===== src/rtl/vx_mem_perf_mon_pkg.sv =====
// Shared types and helpers for the memory performance monitor slice.
package vx_mem_perf_mon_pkg;

   localparam int PERF_CTR_BITS = 44;

   // Aggregated per-port counters collected at the core level.
   typedef struct packed {
      logic [PERF_CTR_BITS-1:0] reads;
      logic [PERF_CTR_BITS-1:0] writes;
      logic [PERF_CTR_BITS-1:0] rsps;
      logic [PERF_CTR_BITS-1:0] latency;
   } mem_perf_t;

   function automatic int unsigned popcount(input logic [31:0] v);
      int unsigned n;
      n = 0;
      for (int i = 0; i < 32; i++) n = n + {31'd0, v[i]};
      return n;
   endfunction

endpackage


===== src/rtl/vx_mem_perf_mon_if.sv =====
// Per-lane request/response handshake bundle observed by the perf monitor.
interface vx_mem_perf_mon_if #(
   parameter int NUM_CHANNELS = 4
);
   logic [NUM_CHANNELS-1:0] req_fire;
   logic [NUM_CHANNELS-1:0] req_rw;
   logic [NUM_CHANNELS-1:0] rsp_fire;

   modport master (output req_fire, req_rw, rsp_fire);
   modport slave  (input  req_fire, req_rw, rsp_fire);
endinterface


===== src/rtl/vx_perf_sat_acc.sv =====
// Clearable, enableable accumulator that either saturates at all-ones or wraps.
module vx_perf_sat_acc #(
   parameter int WIDTH     = 44,
   parameter int INC_WIDTH = 3,
   parameter int SATURATE  = 1
) (
   input  logic                 clk,
   input  logic                 reset,
   input  logic                 clear,
   input  logic                 enable,
   input  logic [INC_WIDTH-1:0] inc,
   output logic [WIDTH-1:0]     value
);

   localparam int SUM_W = ((WIDTH > INC_WIDTH) ? WIDTH : INC_WIDTH) + 1;

   function automatic logic [WIDTH-1:0] sat_add(input logic [WIDTH-1:0] a,
                                                input logic [INC_WIDTH-1:0] b);
      logic [SUM_W-1:0] sum;
      sum = SUM_W'(a) + SUM_W'(b);
      if ((SATURATE != 0) && (sum[SUM_W-1:WIDTH] != '0)) return '1;
      return sum[WIDTH-1:0];
   endfunction

   always_ff @(posedge clk) begin
      if (reset || clear) value <= '0;
      else if (enable)    value <= sat_add(value, inc);
   end

endmodule


===== src/rtl/vx_mem_perf_mon.sv =====
// Multi-lane memory perf monitor: request/response counts, outstanding reads,
// accumulated read latency and peak outstanding.
module vx_mem_perf_mon
   import vx_mem_perf_mon_pkg::*;
#(
   parameter int NUM_CHANNELS = 4,
   parameter int CTR_WIDTH    = 44,
   parameter int PEND_WIDTH   = 16,
   parameter int REQ_DELAY    = 1,
   parameter int SATURATE     = 1
) (
   input  logic                  clk,
   input  logic                  reset,
   input  logic                  clear_i,
   input  logic                  freeze_i,
   vx_mem_perf_mon_if.slave      mem_if,
   output logic [CTR_WIDTH-1:0]  reads_o,
   output logic [CTR_WIDTH-1:0]  writes_o,
   output logic [CTR_WIDTH-1:0]  rsps_o,
   output logic [CTR_WIDTH-1:0]  latency_o,
   output logic [PEND_WIDTH-1:0] pending_o,
   output logic [PEND_WIDTH-1:0] peak_o,
   output logic                  underflow_o
);

   localparam int CNT_W = $clog2(NUM_CHANNELS + 1);
   localparam int SUM_W = PEND_WIDTH + 2;

   logic [NUM_CHANNELS-1:0] rd_vec, wr_vec;
   logic [CNT_W-1:0]        rd_n, wr_n, rsp_n;

   // p0 -> p1: optional request register stage, zeroed by reset so that
   // fires seen during reset are never injected afterwards.
   if (REQ_DELAY != 0) begin : g_req_dly
      logic [NUM_CHANNELS-1:0] req_fire_p1, req_rw_p1;
      always_ff @(posedge clk) begin
         if (reset) begin
            req_fire_p1 <= '0;
            req_rw_p1   <= '0;
         end else begin
            req_fire_p1 <= mem_if.req_fire;
            req_rw_p1   <= mem_if.req_rw;
         end
      end
      assign rd_vec = req_fire_p1 & ~req_rw_p1;
      assign wr_vec = req_fire_p1 &  req_rw_p1;
   end else begin : g_req_now
      assign rd_vec = mem_if.req_fire & ~mem_if.req_rw;
      assign wr_vec = mem_if.req_fire &  mem_if.req_rw;
   end

   assign rd_n  = CNT_W'(popcount(32'(rd_vec)));
   assign wr_n  = CNT_W'(popcount(32'(wr_vec)));
   assign rsp_n = CNT_W'(popcount(32'(mem_if.rsp_fire)));

   logic signed [SUM_W-1:0] pend_sum;
   logic [PEND_WIDTH-1:0]   pending_nxt;
   logic                    pend_under;

   assign pend_sum = $signed({2'b00, pending_o}) + $signed(SUM_W'(rd_n))
                   - $signed(SUM_W'(rsp_n));

   always_comb begin
      pend_under  = 1'b0;
      pending_nxt = pend_sum[PEND_WIDTH-1:0];
      if (pend_sum[SUM_W-1]) begin
         pend_under  = 1'b1;
         pending_nxt = '0;
      end else if (pend_sum[PEND_WIDTH]) begin
         pending_nxt = '1;
      end
   end

   // p1 -> outputs: pending keeps tracking through clear/freeze.
   always_ff @(posedge clk) begin
      if (reset) begin
         pending_o   <= '0;
         peak_o      <= '0;
         underflow_o <= 1'b0;
      end else begin
         pending_o <= pending_nxt;
         if (clear_i) begin
            peak_o      <= '0;
            underflow_o <= 1'b0;
         end else begin
            if (pend_under) underflow_o <= 1'b1;
            if (!freeze_i && (pending_nxt > peak_o)) peak_o <= pending_nxt;
         end
      end
   end

   vx_perf_sat_acc #(.WIDTH(CTR_WIDTH), .INC_WIDTH(CNT_W), .SATURATE(SATURATE)) u_reads (
      .clk(clk), .reset(reset), .clear(clear_i), .enable(!freeze_i), .inc(rd_n), .value(reads_o));

   vx_perf_sat_acc #(.WIDTH(CTR_WIDTH), .INC_WIDTH(CNT_W), .SATURATE(SATURATE)) u_writes (
      .clk(clk), .reset(reset), .clear(clear_i), .enable(!freeze_i), .inc(wr_n), .value(writes_o));

   vx_perf_sat_acc #(.WIDTH(CTR_WIDTH), .INC_WIDTH(CNT_W), .SATURATE(SATURATE)) u_rsps (
      .clk(clk), .reset(reset), .clear(clear_i), .enable(!freeze_i), .inc(rsp_n), .value(rsps_o));

   // Latency integrates the pre-update outstanding count each cycle.
   vx_perf_sat_acc #(.WIDTH(CTR_WIDTH), .INC_WIDTH(PEND_WIDTH), .SATURATE(SATURATE)) u_latency (
      .clk(clk), .reset(reset), .clear(clear_i), .enable(!freeze_i), .inc(pending_o), .value(latency_o));

endmodule


===== src/flat_wrapper.sv =====
// flat-port wrapper written by rule: the top's interface ports become plain ports
module vx_mem_perf_mon_flat import vx_mem_perf_mon_pkg::*;
#(
   parameter int NUM_CHANNELS = 4,
   parameter int CTR_WIDTH    = 44,
   parameter int PEND_WIDTH   = 16,
   parameter int REQ_DELAY    = 1,
   parameter int SATURATE     = 1
)
  (clk, reset, clear_i, freeze_i, reads_o, writes_o, rsps_o, latency_o, pending_o, peak_o, underflow_o, mem_if_req_fire, mem_if_req_rw, mem_if_rsp_fire);
  vx_mem_perf_mon_if #(.NUM_CHANNELS(NUM_CHANNELS)) mem_if_i ();
  input  logic clk;
  input  logic reset;
  input  logic clear_i;
  input  logic freeze_i;
  output logic [CTR_WIDTH-1:0] reads_o;
  output logic [CTR_WIDTH-1:0] writes_o;
  output logic [CTR_WIDTH-1:0] rsps_o;
  output logic [CTR_WIDTH-1:0] latency_o;
  output logic [PEND_WIDTH-1:0] pending_o;
  output logic [PEND_WIDTH-1:0] peak_o;
  output logic underflow_o;
  input wire logic [$bits(mem_if_i.req_fire)-1:0] mem_if_req_fire;
  input wire logic [$bits(mem_if_i.req_rw)-1:0] mem_if_req_rw;
  input wire logic [$bits(mem_if_i.rsp_fire)-1:0] mem_if_rsp_fire;
  assign mem_if_i.req_fire = mem_if_req_fire;
  assign mem_if_i.req_rw = mem_if_req_rw;
  assign mem_if_i.rsp_fire = mem_if_rsp_fire;
  vx_mem_perf_mon #(.NUM_CHANNELS(NUM_CHANNELS), .CTR_WIDTH(CTR_WIDTH), .PEND_WIDTH(PEND_WIDTH), .REQ_DELAY(REQ_DELAY), .SATURATE(SATURATE)) u_core (.clk(clk), .reset(reset), .clear_i(clear_i), .freeze_i(freeze_i), .mem_if(mem_if_i), .reads_o(reads_o), .writes_o(writes_o), .rsps_o(rsps_o), .latency_o(latency_o), .pending_o(pending_o), .peak_o(peak_o), .underflow_o(underflow_o));
endmodule

===== config.mk =====
export PLATFORM = sky130hd
export DESIGN_NAME = vx_mem_perf_mon_flat
export DESIGN_NICKNAME = d
export VERILOG_FILES = /design/src/rtl/vx_mem_perf_mon_pkg.sv /design/src/rtl/vx_mem_perf_mon_if.sv /design/src/rtl/vx_perf_sat_acc.sv /design/src/rtl/vx_mem_perf_mon.sv /design/src/flat_wrapper.sv
export SDC_FILE = /design/constraint.sdc
export NUM_CORES = 1
export LEC_CHECK = 0
export BUFFER_PORTS_ARGS = -buffer_cell sky130_fd_sc_hd__buf_2
export CAP_MARGIN = 40
export CORE_ASPECT_RATIO = 0.9
export CORE_MARGIN = 2
export CORE_UTILIZATION = 36
export CTS_BUF_LIST = sky130_fd_sc_hd__clkbuf_8
export DETAILED_ROUTE_END_ITERATION = 6
export PLACE_DENSITY_LB_ADDON = 0.12
export SYNTH_ARGS = -nofsm -noshare
export SYNTH_HDL_FRONTEND = slang
export SYNTH_SLANG_ARGS = --single-unit

===== constraint.sdc =====
create_clock -name clk -period 7.5 [get_ports clk]
set_input_delay 0.75 -clock clk [delete_from_list [all_inputs] [get_ports clk]]
set_output_delay 0.75 -clock clk [all_outputs]
set_load 0.005 [all_outputs]

## After elaboration in Yosys (flattened, before gate mapping)

Index checks and enable logic that the tools add are counted.

- Order comparisons: 1
- Mux-type cells: 23
- Add/sub/neg operators: 15
- Bitwise logic cells: 3
- Reduce and logical (&&, ||, !) cells: 4

Operators by type and width:

| kind | count |
|---|---|
| 2-to-1 mux 44 bit | 8 |
| adder 44 x 3 -> 45 bit | 3 |
| adder 44 x 16 -> 45 bit | 1 |
| 2-to-1 mux 16 bit | 2 |
| adder 3 x 1 -> 3 bit | 6 |
| subtractor 18 x 4 -> 18 bit | 1 |
| adder 16 x 3 -> 17 bit | 1 |
| > comparator 16 bit | 1 |
| 2-to-1 mux 1 bit | 13 |
| bitwise AND 4 bit | 2 |
| adder 1 x 1 -> 2 bit | 3 |
| inverter 4 bit | 1 |
| OR reduction 2 bit | 1 |
| logical AND 1 bit | 1 |
| zero test 1 bit | 1 |
| logical OR 1 bit | 1 |

- Output and inout bits: 209
- Flip-flop bits (word level): 217

## Longest topological paths before layout

- Depth after elaboration: 11
- Mapped depth: 29
- Mapped depth without buffers: 26

## Modules after synthesis

From an unflattened synthesis, not the netlist that was laid out.

- Cells, all modules: 1,498
- Area, all modules: 12,831.1 um^2

Modules (own cells, without submodules):

| module | cells an instance | area each (um^2) | instances |
|---|---|---|---|
| vx_perf_sat_acc (u_core.u_reads ...) | 266 | 2,347.3 | 3 |
| vx_mem_perf_mon | 365 | 3,024.2 | 1 |
| vx_perf_sat_acc (u_core.u_latency) | 335 | 2,765.2 | 1 |

## Worst setup path before layout

Ideal clock, no wire load.

- Kind: register to register
- Start: reg u_core.g_req_dly.req_fire_p1[0]
- End: reg u_core.peak_o[13]
- Stages on the path, launching flop included: 30
- Setup time: 0.070 ns
- Clock period less this slack: 6.427 ns
- Data arrival time: 6.356 ns
- Setup slack: 1.073 ns
- Cells stage by stage: dfxtp_1 -> nor2b_1 -> ha_1 -> fa_1 -> ha_1 -> inv_1 -> fa_1 -> inv_1 -> xnor2_1 -> ha_1 -> a21oi_1 -> a21boi_2 -> nand4_4 -> nor2_4 -> mux2i_2 -> buf_6 -> nor2_1 -> nor2_1 -> ha_1 -> a21o_1 -> a21o_1 -> a21o_1 -> a211oi_1 -> o21bai_1 -> a2111o_1 -> o311ai_0 -> and2_1 -> clkbuf_1 -> clkbuf_1 -> o2bb2ai_1

- Cells in the longest elaborated chain, start to end: 10

Ends and longest elaborated chain:

| what | RTL line | text |
|---|---|---|
| start, declared | vx_mem_perf_mon.sv:35 | `logic [NUM_CHANNELS-1:0] req_fire_p1, req_rw_p1;` |
| start signal, assigned | vx_mem_perf_mon.sv:41 | `req_fire_p1 <= mem_if.req_fire;` |
| bitwise AND 4 bit * | vx_mem_perf_mon.sv:45 | `assign rd_vec = req_fire_p1 & ~req_rw_p1;` |
| adder 1 x 1 -> 2 bit * | vx_mem_perf_mon_pkg.sv:17 | `for (int i = 0; i < 32; i++) n = n + {31'd0, v[i]};` |
| adder 3 x 1 -> 3 bit * (2 in a row) | vx_mem_perf_mon_pkg.sv:17 |  |
| adder 16 x 3 -> 17 bit * | vx_mem_perf_mon.sv:60 | `assign pend_sum = $signed({2'b00, pending_o}) + $signed(SUM_W'(rd_n))` |
| subtractor 18 x 4 -> 18 bit * | vx_mem_perf_mon.sv:61 | `- $signed(SUM_W'(rsp_n));` |
| 2-to-1 mux 16 bit | vx_mem_perf_mon.sv:69 | `end else if (pend_sum[PEND_WIDTH]) begin` |
| 2-to-1 mux 16 bit * | vx_mem_perf_mon.sv:66 | `if (pend_sum[SUM_W-1]) begin` |
| via u_core.pending_nxt[9] | vx_mem_perf_mon.sv:57 | `logic [PEND_WIDTH-1:0] pending_nxt;` |
| > comparator 16 bit * | vx_mem_perf_mon.sv:87 | `if (!freeze_i && (pending_nxt > peak_o)) peak_o <= pending_nxt;` |
| logical AND 1 bit * | vx_mem_perf_mon.sv:87 |  |
| end signal, assigned | vx_mem_perf_mon.sv:87 |  |
| end, declared | vx_mem_perf_mon.sv:22 | `output logic [PEND_WIDTH-1:0] peak_o,` |

Mark *: on every way through the listed nets, which the timed path passes. The rest lies on a longest branch.
A chain may end at the register's enable or synchronous reset.

## Final worst setup path

- Start: reg u_core.g_req_dly.req_fire_p1[0]
- End: reg u_core.peak_o[5]

Same word-level chain as after synthesis.

==> summary.md <==
| Metric | Value |
|---|---|
| Status | `complete, no violations` |
| Worst-margin pin slew | `837.0 ps` |
| DRT Pass-1 Iters | `5` |
| Number of hold buffers added after cts | `0` |
| Netlist cell types | `76` |
| Layout cell share with drive strength beyond 1 | `between 10% and 20%` |
| Critical path type | `reg -> reg` |
| Clock sinks | `between 200 and 250` |
| Worst Skew | `~35 ps` |
| Num CTS Buffers | `41` |
| Vias/cell | `around 5` |
| First-pass GRT wire length | `around 53 mm` |
| Fin. max-slew vios | `0` |
| Sequential fraction of the synthesis area | `between 30% and 40%` |
| Post-Syn Area per Cell | `8.497 µm²` |
| Share of the synthesized area in the top cell type | `about 38%` |
| Worst skew pair latency | `a little under 600 ps` |
| Antenna cell count | `0` |
| Leak pwr | `approximately 6.0 nW` |
| Die span in y | `~170 µm` |
| Reg clk slew, reported paths | `~60 ps` |
| All-layer global routing usage | `between 15 and 20%` |
| Finished Core Util | `between 40% and 50%` |
| Final setup viols | `0` |
| Area leader, netlist | `dfxtp_1` |
| DRC violations left | `0` |
| H-tree levels | `2` |
| Arr. time, crit path | `~7200 ps` |
| Synthesized flop and latch total | `~220` |
| Number of DRC markers in iteration 0 | `530` |
| Ys flop type | `dfxtp_1` |
| Power per cell area | `about 270 mW/mm²` |
| Ranking of synthesized cells by area | `dfxtp_1 38%, a21oi_1 7.6%, xor2_1 6.4%` |
| Number of gates resized after cts | `0` |
| Mapped Area | `roughly 0.012 mm²` |
| Fin crit share | `about nine tenths` |
| RSZ-0062 raised after global routing | `no` |
| Postcts setup bufs | `0` |
| Standard-cell rows | `62` |
| Clock root buffer master | `clkbuf_8` |
| Clock buffer depth | `3` |
| Setup TNS Final | `0 ps` |
| Pin count of the biggest net entering global routing | `68` |
| Cells after Synth | `1,362` |
| Req. time, crit path | `~8000 ps` |
| Post-synth EDFFs | `0` |
| Final hold viol count | `0` |
| Post-layout min period | `between 6000 and 7000 ps` |
| Final WL | `around 33 mm` |
| Post-synth ARST share | `0%` |
| Area Overhead vs Synth | `20.28%` |
| Estimated wirelength of the detail-placed design | `between 20 and 25 mm` |
| Routed Antenna Nets | `0` |
| Vias in the first global route | `roughly 9,900` |
| HP Class | `in -> reg` |
| IO Count | `between 200 and 250` |
| Syn nets | `approximately 1,400` |
| Starting Density | `a little over a third` |
| Gr ovfl total | `0` |
| Core Region | `0.03181 mm²` |
| WL/cell | `approximately 16 µm` |
| Worst IR Drop VDD | `191.8 µV` |
| Placer Congestion | `around 0.82` |
| DR vias | `slightly above 10,000` |
| Total Nets Final | `between 1,500 and 2,000` |
| Normalized max-slew margin | `about 44%` |
| Initial antenna violation count | `0` |
| Crit Path Max Fanout | `15` |
| Fmax | `about 150 MHz` |
| Worst Setup Start Kind | `flip-flop` |
| # port buffers | `about 220` |
| CTS tree | `built` |
| Die X | `about 190 µm` |
| Die area | `between 0.03 and 0.04 mm²` |
| Max Cap Violations | `0` |
| Fillers | `3,285` |
| Yosys warning total | `0` |
| Worst Setup End Kind | `flip-flop` |
-- final cells by class --
type	count	area, µm²	share of cell area (%)
clock buffers	47	646.9	4.647
clock inverters	24	183.9	1.321
inverters	56	210.2	1.510
multi-input cells	1029	6750	48.49
flip-flops and latches	217	4344	31.21
well taps	416	520.5	3.739
repair buffers	235	1264	9.079
-- layout by cell type (no fill, tap or decap), types with 6 or more instances in the layout --
cell type and n:
nor4_1 6, nand2_1 99, xor2_1 85, inv_1 73, nor2b_1 19, nor2_1 109
nand3_1 68, or3_1 8, a21oi_1 176, o2bb2ai_1 15, and2_1 20, buf_2 224
a21o_1 20, buf_4 8, nor3_1 23, mux2i_1 12, o21ai_0 41, and4_1 17
nand4_1 31, and3_1 38, dfxtp_1 217, a31oi_1 14, xnor2_1 66, fa_1 9
clkbuf_8 47, ha_1 52
-- logic make-up after synthesis --
kind of cell / Yosys count / share of synthesized area (%)
compound gates: 327 / 17.14
xor+xnor: 152 / 11.57
fa+ha+maj: 61 / 7.179
buf+inv: 116 / 4.184
flops: 217 / 37.54
mux: 15 / 1.351
simple gates: 474 / 21.04
-- through the flow --
step                      area, µm²  worst slack (ps)  power [mW]  hold WS [ps]  std cells
after global placement        13010             969.9       2.625         465.3       1950
after CTS                     13920             807.0       3.851         366.4       2024
after detailed placement      13090             833.4       2.628         464.8       1953
final                         13920             792.0       3.795         413.0       2024
after global routing          13920             254.6       4.097         389.7       2024
after floorplan               11570              1073       2.294         459.9       1362
-- synthesized netlist by cell type (all sizes together) (4+ instances only) --
| library cell | number |
|---|---|
| nand4 | 32 |
| a311oi | 5 |
| o21a | 4 |
| or4 | 5 |
| or3 | 10 |
| dfxtp | 217 |
| clkbuf | 46 |
| nor2 | 112 |
| nor3b | 5 |
| nand2 | 99 |
| xor2 | 85 |
| or2 | 5 |
| a31oi | 15 |
| nand2b | 5 |
| nor4 | 7 |
| fa | 9 |
| nor3 | 24 |
| nor2b | 19 |
| a21oi | 179 |
| xnor2 | 67 |
| a21boi | 4 |
| o22ai | 4 |
| and3 | 38 |
| nand3 | 68 |
| o211ai | 5 |
| ha | 52 |
| o2bb2ai | 15 |
| mux2i | 13 |
| and2 | 22 |
| inv | 56 |
| and4 | 17 |
| a211oi | 5 |
| buf | 14 |
| a21o | 20 |
| o21ai | 45 |
-- worst paths after layout --
check	slack [ps]	end	startpoint	cells after the start
setup / recovery	790	u_core.peak_o[5]	u_core.g_req_dly.req_fire_p1[0]	27
hold / removal	410	u_core.g_req_dly.req_rw_p1[1]	mem_if_req_rw[1]	2
setup reg to reg	790	u_core.peak_o[5]	u_core.g_req_dly.req_fire_p1[0]	27
hold reg to reg	480	u_core.underflow_o	u_core.underflow_o	2
-- layer usage --
metal / vias up / part of all wire (%) / global-route usage [%]
met2: 201 / 44 / 30.03
met1: 4814 / 48 / 26.93
met5: - / 0 / 0
met4: 0 / 1.8 / 4.798
met3: 49 / 5.7 / 4.866
li1: 5251 / - / -
-- worst max-delay path, stage by stage, from the launching register on --
cell,delay (ps)
dfxtp_1,300
nor2b_1,120
ha_1,310
fa_1,430
ha_1,390
inv_1,80
fa_1,480
inv_1,160
xnor2_1,90
ha_1,340
a21oi_1,240
a21boi_2,350
nand4_4,180
nor2_4,170
mux2i_2,90
buf_4,190
nor2_1,240
nor2_1,80
ha_1,180
a21o_1,150
a21o_1,170
a21o_1,170
a211oi_1,240
o21bai_1,90
a2111o_1,390
o311ai_0,170
and2_1,630
o2bb2ai_1,180
-- state kept, by name (all words and copies together) (netlist names) --
name	flops
u_core.u_writes.value	44
u_core.u_latency.value	44
u_core.pending_o	16
u_core.u_rsps.value	44
u_core.underflow_o	1
u_core.peak_o	16
u_core.u_reads.value	44
u_core.g_req_dly.req_rw_p1	4
u_core.g_req_dly.req_fire_p1	4
-- power by group --
part	total, mW	internal, mW	leakage, nW	switching [mW]
Clock	1.19	0.674	0.484	0.519
Combinational	1.26	0.547	3.72	0.717
Sequential	1.34	1.23	1.76	0.111
No activity file was read; power rests on OpenSTA's default activity.
